File: src/rtl/ssm_modexp_seq_if.sv
// Multiplier handshake bus between the modexp sequencer (master) and the
// external ssm modular multiplier (slave).
interface ssm_modexp_seq_if #(parameter int N = 128);
  logic         mul_start;
  logic [N-1:0] mul_x;
  logic [N-1:0] mul_y;
  logic [N-1:0] mul_m;
  logic         mul_ready;
  logic [N-1:0] mul_p;

  modport master (output mul_start, mul_x, mul_y, mul_m, input mul_ready, mul_p);
  modport slave  (input mul_start, mul_x, mul_y, mul_m, output mul_ready, mul_p);
endinterface

File: src/rtl/ssm_modexp_seq.sv
// Left-to-right square-and-multiply sequencer: result = base^exp mod m via an external multiplier.
// Define SSM_MODEXP_OPCNT_EN to add the op_count port (multiplications issued per operation).
//
// state   | meaning
// IDLE    | waiting for start, operands not yet latched
// SCAN    | skipping leading zeros of the exponent
// NEXT    | finish, or issue the square for the next exponent bit
// SQ_ARM  | square just issued; ready from the previous product is ignored
// SQ_WAIT | waiting for the square product
// ML_ARM  | multiply-by-base just issued; ready ignored
// ML_WAIT | waiting for the multiply product
// FIN     | result valid, done pulse
module ssm_modexp_seq #(
  parameter int N = 128
`ifdef SSM_MODEXP_OPCNT_EN
  , parameter int CW = 16
`endif
) (
  input  logic          clk,
  input  logic          rst,
  input  logic          start,
  input  logic [N-1:0]  base,
  input  logic [N-1:0]  exp,
  input  logic [N-1:0]  m,
  output logic          busy,
  output logic          done,
  output logic [N-1:0]  result,
`ifdef SSM_MODEXP_OPCNT_EN
  output logic [CW-1:0] op_count,
`endif
  ssm_modexp_seq_if.master mul
);

  localparam int BLW = $clog2(N + 1);

  typedef enum logic [2:0] {
    IDLE, SCAN, NEXT, SQ_ARM, SQ_WAIT, ML_ARM, ML_WAIT, FIN
  } state_t;

  state_t         state_q, state_d;
  logic [N-1:0]   b_q, b_d;
  logic [N-1:0]   e_q, e_d;
  logic [N-1:0]   acc_q, acc_d;
  logic [N-1:0]   res_d, x_d, y_d, m_d;
  logic [BLW-1:0] bl_q, bl_d;
  logic           start_d;

  always_ff @(posedge clk or posedge rst) begin
    if (rst) begin
      state_q       <= IDLE;
      b_q           <= '0;
      e_q           <= '0;
      acc_q         <= '0;
      bl_q          <= '0;
      result        <= '0;
      mul.mul_start <= 1'b0;
      mul.mul_x     <= '0;
      mul.mul_y     <= '0;
      mul.mul_m     <= '0;
    end else begin
      state_q       <= state_d;
      b_q           <= b_d;
      e_q           <= e_d;
      acc_q         <= acc_d;
      bl_q          <= bl_d;
      result        <= res_d;
      mul.mul_start <= start_d;
      mul.mul_x     <= x_d;
      mul.mul_y     <= y_d;
      mul.mul_m     <= m_d;
    end
  end

  always_comb begin
    state_d = state_q;
    b_d     = b_q;
    e_d     = e_q;
    acc_d   = acc_q;
    bl_d    = bl_q;
    res_d   = result;
    x_d     = mul.mul_x;
    y_d     = mul.mul_y;
    m_d     = mul.mul_m;
    start_d = 1'b0;
    case (state_q)
      IDLE: begin
        if (start) begin
          b_d     = base;
          e_d     = exp;
          m_d     = m;
          bl_d    = BLW'(N - 1);
          state_d = SCAN;
        end
      end
      SCAN: begin
        if (e_q == '0) begin
          // x^0 mod 1 is 0, otherwise 1
          acc_d   = (mul.mul_m == N'(1)) ? '0 : N'(1);
          res_d   = acc_d;
          state_d = FIN;
        end else if (e_q[N-1]) begin
          acc_d   = b_q;
          e_d     = e_q << 1;
          state_d = NEXT;
        end else begin
          e_d  = e_q << 1;
          bl_d = bl_q - BLW'(1);
        end
      end
      NEXT: begin
        if (bl_q == '0) begin
          res_d   = acc_q;
          state_d = FIN;
        end else begin
          x_d     = acc_q;
          y_d     = acc_q;
          start_d = 1'b1;
          state_d = SQ_ARM;
        end
      end
      SQ_ARM: state_d = SQ_WAIT;
      SQ_WAIT: begin
        if (mul.mul_ready) begin
          acc_d = mul.mul_p;
          if (e_q[N-1]) begin
            x_d     = mul.mul_p;
            y_d     = b_q;
            start_d = 1'b1;
            state_d = ML_ARM;
          end else begin
            e_d     = e_q << 1;
            bl_d    = bl_q - BLW'(1);
            state_d = NEXT;
          end
        end
      end
      ML_ARM: state_d = ML_WAIT;
      ML_WAIT: begin
        if (mul.mul_ready) begin
          acc_d   = mul.mul_p;
          e_d     = e_q << 1;
          bl_d    = bl_q - BLW'(1);
          state_d = NEXT;
        end
      end
      FIN:     state_d = IDLE;
      default: state_d = IDLE;
    endcase
  end

  assign busy = (state_q != IDLE) && (state_q != FIN);
  assign done = (state_q == FIN);

`ifdef SSM_MODEXP_OPCNT_EN
  logic [CW-1:0] opc_q;

  always_ff @(posedge clk or posedge rst) begin
    if (rst) begin
      opc_q <= '0;
    end else if (state_q == IDLE && start) begin
      opc_q <= '0;
    end else if (start_d && opc_q != '1) begin
      opc_q <= opc_q + CW'(1);
    end
  end

  assign op_count = opc_q;
`endif

endmodule
File: src/flat_wrapper.sv
// flat-port wrapper written by rule: the top's interface ports become plain ports
module ssm_modexp_seq_flat 
#(
  parameter int N = 128

)
  (clk, rst, start, base, exp, m, busy, done, result, mul_mul_start, mul_mul_x, mul_mul_y, mul_mul_m, mul_mul_ready, mul_mul_p);
  ssm_modexp_seq_if #(.N(N)) mul_i ();
  input  logic clk;
  input  logic rst;
  input  logic start;
  input  logic [N-1:0] base;
  input  logic [N-1:0] exp;
  input  logic [N-1:0] m;
  output logic busy;
  output logic done;
  output logic [N-1:0] result;
  output wire logic [$bits(mul_i.mul_start)-1:0] mul_mul_start;
  output wire logic [$bits(mul_i.mul_x)-1:0] mul_mul_x;
  output wire logic [$bits(mul_i.mul_y)-1:0] mul_mul_y;
  output wire logic [$bits(mul_i.mul_m)-1:0] mul_mul_m;
  input wire logic [$bits(mul_i.mul_ready)-1:0] mul_mul_ready;
  input wire logic [$bits(mul_i.mul_p)-1:0] mul_mul_p;
  assign mul_mul_start = mul_i.mul_start;
  assign mul_mul_x = mul_i.mul_x;
  assign mul_mul_y = mul_i.mul_y;
  assign mul_mul_m = mul_i.mul_m;
  assign mul_i.mul_ready = mul_mul_ready;
  assign mul_i.mul_p = mul_mul_p;
  ssm_modexp_seq #(.N(N)) u_core (.clk(clk), .rst(rst), .start(start), .base(base), .exp(exp), .m(m), .busy(busy), .done(done), .result(result), .mul(mul_i));
endmodule
File: config.mk
export PLATFORM = sky130hd
export DESIGN_NAME = ssm_modexp_seq_flat
export DESIGN_NICKNAME = d
export VERILOG_FILES = /design/src/rtl/ssm_modexp_seq_if.sv /design/src/rtl/ssm_modexp_seq.sv /design/src/flat_wrapper.sv
export SDC_FILE = /design/constraint.sdc
export NUM_CORES = 2
export LEC_CHECK = 0
export CORE_MARGIN = 2
export CORE_UTILIZATION = 25
export CTS_CLUSTER_SIZE = 16
export DETAILED_ROUTE_END_ITERATION = 10
export PLACE_DENSITY = 0.46
export SLEW_MARGIN = 25
export SYNTH_ARGS = -nofsm -noshare
export SYNTH_HDL_FRONTEND = slang
export SYNTH_SLANG_ARGS = --single-unit
File: constraint.sdc
create_clock -name clk -period 32.9 [get_ports clk]
set_clock_uncertainty 0.05 [all_clocks]
set_input_delay 6.58 -clock clk [delete_from_list [all_inputs] [get_ports clk]]
set_output_delay 6.58 -clock clk [all_outputs]
set_load 0.005 [all_outputs]
==> results.json <==
{
  "grt_use_total_pct": 18.9,
  "crit_path_end_kind": "register",
  "synth_cells": 3656,
  "synth.most_common_cell": "dfrtp_1",
  "final_core_util_pct": 35.1,
  "die-area_um2": 164000,
  "grt_antenna_before_repair": 30,
  "die_width_um": 405,
  "grt_pass1_wl_um": 229000,
  "synth_seq_cells": 908,
  "synth_edf_count": 0,
  "wirelength_um": 160000,
  "ys.warnings.count": 0,
  "cts_made_buffers": 111,
  "die_h_um": 405,
  "netlist_top_cells_area": "dfrtp_1, mux2_2, nand2_1",
  "fp.coreArea_um2": 160000,
  "gp_congestion": 0.829,
  "slew_headroom_pct": 27.4,
  "power.total_w": 0.00544,
  "vias_per_cell": 4.57,
  "critPathKind": "primary input to register",
  "multi_input_area_um2": 15800,
  "cts_root_buffer": "clkbuf_16",
  "ys_types": 53,
  "place_ws_ps": 21910,
  "synth.top_cell.area_share_pct": 56.5,
  "fmax_ghz": 0.0981,
  "synth_top_area_cell": "dfrtp_1",
  "async_reset_ff_share_pct": 100,
  "drtAntennaViolNets": 0,
  "wl_per_cell_um": 23.3,
  "rsz0062_at_grt": "false",
  "maxSlewViolCount": 0,
  "cp.arrival_ps": 10700,
  "cts_setup_buffers": 0,
  "setup_viol": 0,
  "hold_depth": 2,
  "regArea_um2": 22700,
  "cp.required_ps": 33410,
  "clkTransAtPathRegs_ps": 60,
  "outcome": "complete, no violations",
  "drt-initial-drc-count": 1751,
  "start_util_pct": 25.1,
  "ff2ff_setup_slack_ps": 27430,
  "area.growth.synth_to_final_pct": 39.8,
  "cts_sinks": 908,
  "synthesis.nets": 4174,
  "synth.yosys.seq_area_share_pct": 56.5,
  "grt_overflow_total": 0,
  "htreeDepth": 3,
  "syn_area_per_cell_um2": 11.0,
  "pin_count": 1031,
  "drive_above_1_share_pct": 15.2,
  "fin_crit_ps": 10190,
  "fillers": 16185,
  "min_path_type": "register to register",
  "hold_buffers": 0,
  "clock_path_buffers": 3,
  "tightest_slew_ps": 1090,
  "finalCritPeriodShare_pct": 31.0,
  "finalHoldViolCount": 0,
  "dp_hpwl_um": 113000,
  "drt-pass1-iter-count": 5,
  "grt_max_degree": 160,
  "synthTopCellsByCount": "dfrtp_1, nand2_1, mux2_2",
  "cts-resized-gates": 0,
  "clkLatencyLatePin_ps": 740,
  "cts_tree": "done",
  "fin_hold_ws_ps": 428,
  "nets": 5105,
  "start_kind": "primary input",
  "worst_slack_ps": 22710,
  "pwr_density_cell_nw_per_um2": 96.9,
  "dominantRegCellSynth": "dfrtp_1",
  "p_leak_nw": 23.0,
  "num_rows": 147,
  "setup_tns_ps": 0,
  "grt_pass1_vias": 31901,
  "crit_fanout": 106,
  "post-route-drc-count": 0,
  "rr_worst_depth": 8,
  "synth_area_um2": 40200,
  "io_buffers": 1030,
  "maxCapViolCount": 0,
  "ir_worst_vdd_mv": 0.0549,
  "vias": 31275
}
==> per-layer routing <==
metal / part of all wire [%] / up-vias / global-route usage [%] / wire length, µm
met1: 40 / 15611 / 22.6 / 64200
li1: - / 14540 / - / -
met5: 0.10 / - / 0 / 163
met4: 3.3 / 26 / 6.23 / 5250
met3: 6.2 / 239 / 4.97 / 9850
met2: 50 / 859 / 32.7 / 80000
==> path summary, 6_finish.rpt <==
path,to,startpoint
max,u_core.mul.mul_y[7]$_DFFE_PP0P_,mul_mul_ready
min,u_core.mul.mul_y[3]$_DFFE_PP0P_,u_core.mul.mul_y[3]$_DFFE_PP0P_
max reg2reg,u_core.mul.mul_y[7]$_DFFE_PP0P_,u_core.state_q[0]$_DFFE_PP0P_
min reg2reg,u_core.mul.mul_y[3]$_DFFE_PP0P_,u_core.mul.mul_y[3]$_DFFE_PP0P_
max in group asynchronous,u_core.b_q[33]$_DFFE_PP0P_,rst
min in group asynchronous,u_core.b_q[95]$_DFFE_PP0P_,rst
==> registers in the layout (all words and copies together) (netlist names) <==
name	count
u_core.mul.mul_m	128
u_core.b_q	128
u_core.e_q	128
u_core.mul.mul_x	128
u_core.mul.mul_y	128
u_core.acc_q	128
u_core.mul.mul_start	1
u_core.bl_q	8
u_core.result	128
u_core.state_q	3
==> where the power goes <==
group | total (W) | switching (W) | internal, W
clock | 0.00125 | 0.000526 | 0.000727
combinational | 0.00220 | 0.00108 | 0.00112
sequential | 0.00199 | 0.000391 | 0.00160
total | 0.00544 | 0.00199 | 0.00345
==> layout by cell type (no fill, tap or decap), types with 43 or more instances in the layout <==
master,n
nand2_1,653
a22o_1,128
a21oi_1,260
o21ai_0,389
nor4_1,63
clkdlybuf4s50_1,1030
buf_4,43
inv_1,137
mux2_2,473
clkbuf_16,111
dfrtp_1,908
nor2b_1,128
mux2i_1,128
==> cells by family after synthesis <==
family                   synth area share [%]
flip-flops                               56.5
AND/OR/NAND/NOR                          9.93
AO/OA/AOI/OAI                            11.5
multiplexers                             17.5
buffers and inverters                    4.49
XOR/XNOR                               0.0436
adder cells (fa/ha/maj)                0.0622
==> critical path, stage by stage <==
cell,delay (ps)
clkdlybuf4s50_1,480
nand3_1,130
o21a_4,650
buf_4,790
buf_4,840
buf_4,880
o21ai_0,220
==> cell type report <==
cell class	count	share of cell area, %
antenna	12	0.0534
clock buffer	164	5.74
clock inverter	34	0.855
inverter	138	0.935
multi-input combinational	2348	28.1
sequential	908	40.4
tap	2160	4.81
timing repair buffer	1080	19.1
==> metrics by stage <==
| step | instances | instance area (µm²) |
|---|---|---|
| after global routing | 6838 | 56200 |
| after detailed placement | 6634 | 52500 |
| after global placement | 6633 | 52400 |
| final | 6844 | 56200 |
| after floorplan | 3656 | 40200 |
| after CTS | 6832 | 56200 |
Power figures use the tool's default switching activity.
